===== config.mk =====
export PLATFORM = sky130hd
export DESIGN_NAME = pwm_generator_top
export DESIGN_NICKNAME = d
export VERILOG_FILES = /design/src/rtl/pwm_gen_pkg.sv /design/src/rtl/pwm_generator_top_tick_prescaler.sv /design/src/rtl/pwm_generator_top.sv
export SDC_FILE = /design/constraint.sdc
export NUM_CORES = 1
export LEC_CHECK = 0
export ABC_AREA = 1
export ABC_CLOCK_PERIOD_IN_PS = 3600
export CAP_MARGIN = 20
export CORE_MARGIN = 3
export CORE_UTILIZATION = 50
export DETAILED_ROUTE_END_ITERATION = 16
export DONT_BUFFER_PORTS = 1
export GPL_TIMING_DRIVEN = 0
export PLACE_DENSITY = 0.68
export SYNTH_ARGS = -nofsm -noshare
export SYNTH_HDL_FRONTEND = slang
export SYNTH_SLANG_ARGS = --single-unit

===== constraint.sdc =====
create_clock -name clk_top -period 3.6 [get_ports clk_top]
set_clock_uncertainty 0.1 [all_clocks]
set_input_delay 0.72 -clock clk_top [delete_from_list [all_inputs] [get_ports clk_top]]
set_output_delay 0.72 -clock clk_top [all_outputs]
set_load 0.01 [all_outputs]

===== src/rtl/pwm_gen_pkg.sv =====
// Shared constants for the PWM board: 7-seg patterns, digit count, select idle.
`timescale 1ns/1ps
package pwm_gen_pkg;

  localparam int NUM_DIGITS = 3;

  localparam logic [5:0] SEL_IDLE = 6'b111111;

  // {dp,g,f,e,d,c,b,a}, active-low
  localparam logic [7:0] SEG_0 = 8'hC0;
  localparam logic [7:0] SEG_1 = 8'hF9;
  localparam logic [7:0] SEG_2 = 8'hA4;
  localparam logic [7:0] SEG_3 = 8'hB0;
  localparam logic [7:0] SEG_4 = 8'h99;
  localparam logic [7:0] SEG_5 = 8'h92;
  localparam logic [7:0] SEG_6 = 8'h82;
  localparam logic [7:0] SEG_7 = 8'hF8;
  localparam logic [7:0] SEG_8 = 8'h80;
  localparam logic [7:0] SEG_9 = 8'h90;
  localparam logic [7:0] SEG_BLANK = 8'hFF;

  function automatic logic [7:0] seg_decode(
    input logic [3:0] d
  );
    case (d)
      4'd0:    return SEG_0;
      4'd1:    return SEG_1;
      4'd2:    return SEG_2;
      4'd3:    return SEG_3;
      4'd4:    return SEG_4;
      4'd5:    return SEG_5;
      4'd6:    return SEG_6;
      4'd7:    return SEG_7;
      4'd8:    return SEG_8;
      4'd9:    return SEG_9;
      default: return SEG_BLANK;
    endcase
  endfunction

endpackage


===== src/rtl/pwm_generator_top_tick_prescaler.sv =====
// Free-running P-bit counter; tick is high while the count is all-ones.
`timescale 1ns/1ps
module tick_prescaler #(
  parameter int P = 3
) (
  input  logic clk,
  input  logic rst_n,
  output logic tick
);

  logic [P-1:0] cnt;

  always_ff @(posedge clk or negedge rst_n) begin
    if (!rst_n) cnt <= '0;
    else        cnt <= cnt + 1'b1;
  end

  assign tick = &cnt;

endmodule


===== src/rtl/pwm_generator_top.sv =====
// PWM board top: button-set duty, ramp compare, 3-digit scanned readout.
// Define BRAKE_EN to short both H-bridge inputs high at zero duty.
`timescale 1ns/1ps
module pwm_generator_top
  import pwm_gen_pkg::*;
#(
  parameter int FRECUENCY_BITS  = 3,
  parameter int RESOLUTION_BITS = 8,
  parameter int CONT_SPEED      = 4,
  parameter int SCAN_SPEED      = 3
) (
  input  logic                       clk_top,
  input  logic                       rst_top,
  input  logic                       sum_top,
  input  logic                       rest_top,
  output logic                       enaGen,
  output logic                       enaSel,
  output logic                       enaSca,
  output logic                       pwm_top,
  output logic                       rdy_top,
  output logic [RESOLUTION_BITS-1:0] valorReference,
  output logic [RESOLUTION_BITS-1:0] valueGenerator,
  output logic [3:0]                 fdig_top,
  output logic [3:0]                 sdig_top,
  output logic [3:0]                 tdig_top,
  output logic [7:0]                 seg_data1,
  output logic [7:0]                 seg_data2,
  output logic [7:0]                 seg_data3,
  output logic [5:0]                 seg_sel_top,
  output logic [7:0]                 seg_data_top,
  output logic                       in1_top,
  output logic                       in2_top
);

  localparam int RES = RESOLUTION_BITS;
  localparam logic [RES-1:0] REF_MAX = '1;
  localparam logic [RES-1:0] REF_MID =
    {1'b1, {(RES-1){1'b0}}};

  tick_prescaler #(.P(FRECUENCY_BITS)) u_gen (
    .clk   (clk_top),
    .rst_n (rst_top),
    .tick  (enaGen)
  );

  tick_prescaler #(.P(CONT_SPEED)) u_sel (
    .clk   (clk_top),
    .rst_n (rst_top),
    .tick  (enaSel)
  );

  tick_prescaler #(.P(SCAN_SPEED)) u_sca (
    .clk   (clk_top),
    .rst_n (rst_top),
    .tick  (enaSca)
  );

  always_ff @(posedge clk_top or negedge rst_top) begin
    if (!rst_top) begin
      valueGenerator <= '0;
      rdy_top        <= 1'b0;
      pwm_top        <= 1'b0;
    end else begin
      rdy_top <= enaGen && (valueGenerator == REF_MAX);
      pwm_top <= valueGenerator < valorReference;
      if (enaGen) valueGenerator <= valueGenerator + 1'b1;
    end
  end

  logic inc_ok;
  logic dec_ok;

  // Saturation is folded into the request so the case stays one-hot
  assign inc_ok = !sum_top && rest_top &&
                  (valorReference != REF_MAX);
  assign dec_ok = !rest_top && sum_top &&
                  (valorReference != '0);

  always_ff @(posedge clk_top or negedge rst_top) begin
    if (!rst_top) begin
      valorReference <= REF_MID;
    end else if (enaSel) begin
      unique case (1'b1)
        inc_ok:  valorReference <= valorReference + 1'b1;
        dec_ok:  valorReference <= valorReference - 1'b1;
        default: ;
      endcase
    end
  end

  logic [9:0] ref_w;

  assign ref_w    = 10'(valorReference);
  assign fdig_top = 4'(ref_w / 10'd100);
  assign sdig_top = 4'((ref_w % 10'd100) / 10'd10);
  assign tdig_top = 4'(ref_w % 10'd10);

  assign seg_data1 = seg_decode(fdig_top);
  assign seg_data2 = seg_decode(sdig_top);
  assign seg_data3 = seg_decode(tdig_top);

  logic [1:0] scan_idx;

  always_ff @(posedge clk_top or negedge rst_top) begin
    if (!rst_top) begin
      scan_idx <= 2'd0;
    end else if (enaSca) begin
      if (scan_idx == 2'(NUM_DIGITS - 1))
        scan_idx <= 2'd0;
      else
        scan_idx <= scan_idx + 2'd1;
    end
  end

  always_comb begin
    seg_sel_top           = SEL_IDLE;
    seg_sel_top[scan_idx] = 1'b0;
  end

  always_comb begin
    seg_data_top = seg_data3;
    case (scan_idx)
      2'd0:    seg_data_top = seg_data1;
      2'd1:    seg_data_top = seg_data2;
      default: seg_data_top = seg_data3;
    endcase
  end

`ifdef BRAKE_EN
  logic brake;

  assign brake   = (valorReference == '0);
  assign in1_top = brake ? 1'b1 : pwm_top;
  assign in2_top = brake;
`else
  assign in1_top = pwm_top;
  assign in2_top = 1'b0;
`endif

endmodule


=== Yosys cells after proc, flatten, opt, wreduce, memory -nomap -nowiden ===
Memory sizes are Yosys's and may differ from the RTL's.
Cells that the tools add are included.

* Bits in registers: 30
* Memory bits (read-only): 336
* Bits of input ports: 4
* Output and inout bits: 73
* Word-level logic and storage cells: 50
* Memories kept: 3

* $add $sub $neg: 7
* Divide/modulo/power cells: 4
* $lt $le $gt $ge: 3
* Equal/unequal tests: 4
* Multiplexer cells: 5
* Bitwise operators: 1
* Reduce and logical (&&, ||, !) cells: 15

{| class="wikitable"
|+ Memories
! name !! depth !! bits a word !! rd ports !! clocked after Yosys merged registers in !! wr ports !! RTL line !! source
|-
| (no name shown) || 16 || 7 || 1 || 0 || 0 || pwm_gen_pkg.sv:25 || <nowiki>case (d)</nowiki>
|-
| (no name shown) || 16 || 7 || 1 || 0 || 0 || pwm_gen_pkg.sv:25 ||
|-
| (no name shown) || 16 || 7 || 1 || 0 || 0 || pwm_gen_pkg.sv:25 ||
|}

{| class="wikitable"
|+ Operator list
! kind !! count
|-
| $pmux W8 S2 || 2
|-
| $add A8 B1 Y8 const B || 2
|-
| $div A10 B4 Y10 const B || 1
|-
| $div A8 B7 Y10 const B || 1
|-
| $mod A8 B4 Y10 const B || 1
|-
| $mod A8 B7 Y10 const B || 1
|-
| $eq A8 B8 Y1 const B || 1
|-
| $lt A8 B8 Y1 || 1
|-
| $ne A8 B8 Y1 const B || 1
|-
| $reduce_bool A8 Y1 || 1
|-
| $sub A8 B1 Y8 const B || 1
|-
| $add A3 B1 Y3 const B || 2
|-
| $logic_and A1 B1 Y1 || 6
|-
| $not A4 Y6 || 1
|-
| $reduce_and A3 Y1 || 2
|-
| $reduce_and A5 Y1 || 1
|-
| $add A4 B1 Y4 const B || 1
|-
| $lt A2 B4 Y1 const B || 1
|-
| $reduce_and A4 Y1 || 1
|-
| $add A2 B1 Y2 const B || 1
|-
| $demux W1 S2 || 1
|-
| $eq A2 B1 Y1 const B || 1
|-
| $eq A2 B2 Y1 const B || 1
|-
| $ge A2 B1 Y1 const B || 1
|-
| 5 further kinds || 6
|}

=== Depth between registers and ports, before layout ===
Gate-level depths: netlist of run 1.

* Word-level depth: 5
* Depth in mapped cells: 30
* Depth with buffers taken out: 28

=== By module ===
From an unflattened synthesis of run 1, not the netlist that was laid out.

* Cells, all modules: 459
* Area total of the unflattened synthesis: 3276.9 µm²

{| class="wikitable"
|+ By module, submodules not included
! module !! instances !! cells each !! area an instance (µm²) !! seq. area each (µm²)
|-
| pwm_generator_top || 1 || 433 || 2914.0 || 501.7
|-
| tick_prescaler (u_gen ...) || 2 || 6 || 103.8 || 75.1
|-
| tick_prescaler (u_sel) || 1 || 14 || 155.1 || 100.1
|}

=== Worst setup path after synthesis of run 1 ===
No wires, ideal clock.

* Kind: reg-to-output
* Start: register valorReference[7]
* End: output seg_data_top[4]
* Arrival time: 3.215 ns
* Data required time: 2.780 ns
* Path slack: -0.435 ns
* Cell stages (with the launch flop): 28
* Buffers on the path: 2
* Cell sequence: dfstp_2 -> buf_6 -> nand2_2 -> a21oi_2 -> nand2_1 -> nand2_1 -> nand2_1 -> nand2_1 -> inv_1 -> nand2_2 -> nand2_1 -> nand2_1 -> nand2_1 -> o21ai_2 -> nand2_1 -> buf_6 -> nand2_1 -> nand2_1 -> nand2_1 -> nand2_1 -> nand2_2 -> inv_1 -> ha_1 -> inv_1 -> nor2_1 -> o21ai_0 -> a21oi_1 -> nand2_1

* Elaborated cells on any way between the ends: 8
* Those cells by class: div: 4; mux: 1; memory: 3

{| class="wikitable"
|+ RTL lines
! item !! RTL line !! source
|-
| start: declaration || pwm_generator_top.sv:21 || <nowiki>output logic [RESOLUTION_BITS-1:0] valorReference,</nowiki>
|-
| start signal: assignment || pwm_generator_top.sv:84 || <nowiki>inc_ok: valorReference <= valorReference + 1'b1;</nowiki>
|-
| start signal: assignment || pwm_generator_top.sv:85 || <nowiki>dec_ok: valorReference <= valorReference - 1'b1;</nowiki>
|-
| $div A8 B7 Y10 || pwm_generator_top.sv:94 || <nowiki>assign fdig_top = 4'(ref_w / 10'd100);</nowiki>
|-
| named net fdig_top[1] || pwm_generator_top.sv:23 || <nowiki>output logic [3:0] fdig_top,</nowiki>
|-
| $mem_v2 Z16 W7 || - ||
|-
| $pmux W8 S2 || pwm_generator_top.sv:122 || <nowiki>case (scan_idx)</nowiki>
|-
| end: declaration || pwm_generator_top.sv:30 || <nowiki>output logic [7:0] seg_data_top,</nowiki>
|}

The timed path passes the listed nets, and every way through them passes these cells.

=== Worst setup path in the final report of run 1 ===
* Start: register valorReference[7]
* End: output seg_data_top[0]

The elaborated chain is that of the path after synthesis.

==> key figures, run 1 <==
Status
  – Run status: complete, but fails checks
  – Failing checks: setup timing

Timing
  – Final Slew Violations: 0
  – RSZ-0062 raised after global routing: yes
  – Endpoints failing setup: 22
  – Fmax achieved: between 200 and 250 MHz
  – Min setup slack post-route: -642 ps
  – Period utilization: 118%
  – Final Hold Vio Count: 0
  – Worst slew pin tran: 617 ps
  – Worst slew margin: 58.7%
  – Final min period: ~4200 ps

Detailed routing
  – Vias per cell: 5.32
  – Total number of vias: between 2000 and 3000
  – WL per Instance: ~14 um
  – DRC errors left: 0
  – DR iter-0 viols: 182
  – Wirelength, routed: around 7400 um
  – Drt first pass iters: 4
  – Post-route ant nets: 0

Placed design
  – Detailed placer's ending HPWL: 5060 um
  – Port bufs: 0
  – RePlAce Congestion: 0.904
  – DP Worst Slack: -670 ps

Critical path
  – Cell family with most CP delay: simple AND/OR/NAND/NOR gates
  – Most frequent CP cell: nand2_2
  – Critical Path Start Type: register
  – Crit path buffers/inverters: 5
  – Crit-path max FO: 6
  – CP endpoint kind: primary output
  – Crit-path max cell delay: 570 ps
  – Critical path type: register to primary output
  – CP Data Required Time: approximately 2800 ps
  – CP max-delay cell: dfstp_2
  – WP data arrival: 3420 ps

Logic synthesis
  – Register area share after synthesis: 25.3%
  – Synthesized cell area: 2980 um^2
  – Mean Syn Cell Area: 6.92 um^2
  – #FFs+latches synth: 30
  – Post-synth EDFFs: 0
  – Mapped Cells: 430
  – Post-synth top flop: dfrtp_1
  – Ys Warns: 0
  – Synth top area cells: dfrtp_1 24%, nand2_1 15%, ha_1 12%
  – Post-synth top area share: 24.4%
  – Async set-or-reset flop fraction in the synthesized netlist: 100%
  – Yosys cell types: 41
  – Synth area leader: dfrtp_1

GRT
  – Initial antenna violation count: 0
  – Global route overflow: 0
  – Vias in the first global route: 2769
  – Total track usage: 20.9%
  – Global-route wire length before repair: 12400 um
  – Largest net degree at the start of global routing: 31

Clock tree
  – Skew-Pair Late Insertion Delay: about 270 ps
  – CTS Root Cell: clkbuf_8
  – Hold buffers post-CTS: 0
  – Clk buf depth: 2
  – Clk slew on worst S/H paths: around 60 ps
  – CTS H-tree lvls: 2
  – CTS tree: yes
  – Clock sink count: 30
  – CTS buffer count: 5

Cells and area
  – Multi-input logic area: 2330 um^2
  – Share of layout cells above drive strength 1: about two fifths
  – Most frequent cells in the layout: 80 x nand2_1, 50 x inv_1, 41 x nand2_2, 36 x buf_4, 25 x dfrtp_1
  – ANT cells: 0
  – Final core utilization: between 60% and 70%
  – Area growth, synth to finish: 32.0%
  – Fillers: 450
  – FF/Latch Area: 757 um^2
  – Most common cell after layout, fill and taps aside: nand2_1
  – # nets final: 505

Floorplan
  – Chip width: 83.1 um
  – # rows: 27
  – Core ar.: around 5600 um^2
  – Die area: 6910 um^2
  – IO Count: 77
  – Initial Util: 52.7%
  – Die Ht: 83.1 um

Run
  – Max_cap viols: 0

Worst hold path
  – Worst Hold Class: primary input to async pin
[registers in the layout, summed over array words and instances, names as in the netlist]
name and cells:
rdy_top 1, valueGenerator 8, in1_top 1, valorReference 8, u_sel.cnt 4, u_sca.cnt 3
u_gen.cnt 3, scan_idx 2
[cell families (layout without fill, tap and decap cells)]
family | count (synthesis) | in the layout | synth area share (%)
flops | 30 | 30 | 25.3
simple gates | 213 | 214 | 33.1
compound gates | 51 | 51 | 9.88
fa+ha+maj | 30 | 30 | 12.9
other cells | 2 | 10 | 0.252
buf+inv | 87 | 120 | 13.5
xor+xnor | 16 | 16 | 4.71
mux | 1 | 1 | 0.378
[worst register-to-register path: stages (launching register included)]
cell and delay, ps:
dfstp_2 570, buf_6 110, buf_6 110, inv_6 60
nand4_1 90, nand2_1 50, nor2_1 470, ha_1 400
a21oi_1 160, nand2_1 90, a21oi_1 130, inv_1 50
a21oi_1 150, nor2_1 70, o21ai_0 150, nand2_1 80
o21ai_0 150, a21oi_1 70, xor2_1 170
[metal layers]
metal	global-route usage (%)	vias to the layer above	routed length, um
met2	37.2	79	3700
li1	-	1429	-
met3	3.97	22	361
met4	6.54	0	191
met5	0	-	0
met1	25.2	1364	3140
[synth_stat cells, types with 2 or more instances]
library cell	instances
a21oi_1	20
a21oi_2	2
buf_2	3
buf_4	14
buf_6	2
clkbuf_1	2
conb_1	2
dfrtp_1	29
ha_1	29
inv_1	57
inv_2	8
nand2_1	115
nand2_2	20
nand2_4	3
nand3_1	32
nand3_2	3
nand3b_1	3
nand4_1	5
nor2_1	25
nor4_1	2
o21ai_0	15
o21ai_1	5
o21ai_2	2
xnor2_1	3
xor2_1	13
[final cells by class]
| cell class | instances | area share [%] |
|---|---|---|
| Buffer | 21 | 4.11 |
| Multi-Input combinational cell | 322 | 59.4 |
| Inverter | 66 | 6.63 |
| Tap cell | 72 | 2.29 |
| Timing Repair Buffer | 25 | 5.61 |
| Sequential cell | 30 | 19.3 |
| Clock inverter | 1 | 0.765 |
| Clock buffer | 7 | 1.94 |
[per-stage QoR]
stage                     instance area (um^2)  setup TNS [ps]  hold slack, ps  cells
after detailed placement                  3190           -7190             318    510
after floorplan                           3100           -1320             301    438
after global routing                      3930          -13820            20.9    544
after CTS                                 3780           -8150            28.1    539
after global placement                    3190           -5470             314    510
final                                     3930           -8910            35.4    544
[final timing paths]
check / slack (ps) / to / cells past startpoint / start
worst max register to register: 300 / valorReference[7] / 18 / valorReference[7]
min in group clk_top: 320 / u_gen.cnt[0] / 1 / u_gen.cnt[0]
worst min register to register: 320 / u_gen.cnt[0] / 1 / u_gen.cnt[0]
max in group asynchronous: 3190 / valorReference[7] / 0 / rst_top
worst min-delay path: 40 / valorReference[6] / 0 / rst_top
worst max-delay path: -640 / seg_data_top[0] / 29 / valorReference[7]
[repair_timing]
action	4_1_cts	5_1_grt
setup buffers	19	5
pin swaps	21	13
cloned	2	0
gates resized for setup	78	29
endpoints found under the setup margin	23	25
Power of run 1 is not shown: default switching activity piles up to over one toggle a cycle in this logic, so the estimate is an artifact.
==> run 2: changes to the inputs <==
- GPL_ROUTABILITY_DRIVEN: not set -> 0
==> results of run 2 <==
No change in the layout: final DEF, timing and power equal those of run 1.
Power of run 2 is left out for the same reason.
==> run 3: changes to the inputs <==
- MAX_ROUTING_LAYER: not set -> met4
==> run 3 against run 2 <==
Effect of this change:
- the run still ends with setup timing left
- count of clock-buffer cells in the layout stayed put
- flip-flop and latch count stayed put
- register-to-register slack hardly changed
- first-iteration DRC count is 0.55% higher
- global-route usage is 0.59 points higher
- utilization stayed put
- final area stayed put
- worst hold slack better by 2.0 ps
- critical endpoint unchanged
- highest routed layer unchanged
==> key figures, run 3 (synthesis gave the netlist of run 1 again) <==
Status
  – Run status: complete, but fails checks
  – Failing checks: setup timing

Detailed routing
  – WL per Instance: 13.5 um
  – Wl on met1: around 3000 um
  – Top layer in use: met4
  – Total number of vias: just under 3000
  – DR iter-0 viols: 183
  – Post-route ant nets: 0
  – Drt first pass iters: 4
  – Vias per cell: 5.33
  – DR WL met3: ~430 um
  – Metal2 WL: 3720 um
  – Wirelength, routed: 7370 um
  – DRC errors left: 0

Clock tree
  – CTS tree: yes
  – CTS Root Cell: clkbuf_8
  – Skew-Pair Late Insertion Delay: roughly 270 ps
  – Clk buf depth: 2
  – Clock sink count: 30
  – CTS H-tree lvls: 2
  – CTS buffer count: 5
  – Clk slew on worst S/H paths: 60 ps

Timing
  – Period utilization: 118%
  – Worst slew margin: 58.7%
  – Endpoints failing setup: 21
  – RSZ-0062 raised after global routing: yes
  – Fmax achieved: 236 MHz
  – Min setup slack post-route: -636 ps
  – Final min period: 4240 ps
  – Final Hold Vio Count: 0
  – Hold_ws: between 30 and 40 ps
  – Final Slew Violations: 0
  – Worst slew pin tran: 618 ps

Cells and area
  – FF/Latch Area: 757 um^2
  – ANT cells: 0
  – Area growth, synth to finish: 32.0%
  – Fillers: 450
  – Multi-input logic area: around 2300 um^2
  – # nets final: 505
  – Most frequent cells in the layout: 80 x nand2_1, 50 x inv_1, 41 x nand2_2, 36 x buf_4, 25 x dfrtp_1
  – Most common cell after layout, fill and taps aside: nand2_1
  – Share of layout cells above drive strength 1: 38.1%
  – Top flop regs: valorReference: 8 flops, valueGenerator: 8 flops, u_sel.cnt: 4 flops
  – Final core utilization: 69.6%

Critical path
  – Crit-path max cell delay: 560 ps
  – Critical Path Start Type: register
  – CP endpoint kind: primary output
  – Critical path type: register to primary output
  – Most frequent CP cell: nand2_2
  – Crit-path max FO: 6
  – WP data arrival: 3420 ps
  – CP max-delay cell: dfstp_2
  – Cell family with most CP delay: simple AND/OR/NAND/NOR gates
  – CP Data Required Time: about 2800 ps
  – Crit path buffers/inverters: 5

Placed design
  – Detailed placer's ending HPWL: 5060 um
  – Port bufs: 0
  – DP Worst Slack: -670 ps

Worst hold path
  – Worst Hold Class: primary input to async pin

Floorplan
  – # rows: 27
  – Core ar.: ~5600 um^2
  – Chip width: between 80 and 90 um
  – Die Ht: 83.1 um
  – IO Count: 77
  – Die area: around 6900 um^2
  – Initial Util: 52.7%

GRT
  – Initial antenna violation count: 0
  – Total track usage: 21.5%
  – Vias in the first global route: 2768
  – Largest net degree at the start of global routing: 31
  – Global-route wire length before repair: around 12000 um
  – Global route overflow: 0

Run
  – Max_cap viols: 0
## run 3: cell counts in the layout (fill, tap and decap cells not counted)
No cell type changed its count.
## run 3: worst register-to-register path: stages (launching register included)
cell and delay, ps:
dfstp_2 560, buf_6 110, buf_6 110, inv_6 60
nand4_1 90, nand2_1 50, nor2_1 470, ha_1 400
a21oi_1 160, nand2_1 90, a21oi_1 130, inv_1 50
a21oi_1 150, nor2_1 70, o21ai_0 140, nand2_1 80
o21ai_0 150, a21oi_1 70, xor2_1 170
## run 3: final cells by class
| type | count | share of cell area (%) |
|---|---|---|
| flip-flops and latches | 30 | 19.3 |
| well taps | 72 | 2.29 |
| clock buffers | 7 | 1.94 |
| repair buffers | 25 | 5.61 |
| inverters | 66 | 6.63 |
| multi-input cells | 322 | 59.4 |
| plain buffers | 21 | 4.11 |
| clock inverters | 1 | 0.765 |
## run 3: what timing repair did
item                       4_1_cts  5_1_grt
setup endpoints to repair       23       25
cloned                           2        0
buffers inserted                19        5
hold buffers                     0        0
resized for setup               78       29
pin swaps                       21       13
## run 3: worst paths after layout
path                                   startpoint                end  slack [ps]  cells after the start
worst max-delay path            valorReference[7]    seg_data_top[0]        -640                     29
worst min-delay path                      rst_top       u_sel.cnt[0]          40                      0
worst max register to register  valorReference[7]  valorReference[7]         310                     18
worst min register to register       u_gen.cnt[0]       u_gen.cnt[0]         320                      1
max in group asynchronous                 rst_top  valorReference[7]        3190                      0
min in group clk_top                 u_gen.cnt[0]       u_gen.cnt[0]         320                      1
## run 3: stage by stage
| stage | area (um^2) | TNS [ps] | cells |
|---|---|---|---|
| after floorplan | 3100 | -1320 | 438 |
| after global placement | 3190 | -5470 | 510 |
| after detailed placement | 3190 | -7190 | 510 |
| after CTS | 3780 | -8150 | 539 |
| after global routing | 3930 | -13820 | 544 |
| final | 3930 | -8790 | 544 |
## run 3: routing by layer
layer	GRT usage, %	up-vias
met2	37.2	97
li1	-	1425
met3	3.77	24
met5	-	-
met4	6.54	0
met1	25.4	1352
Power of run 3 is left out for the same reason.
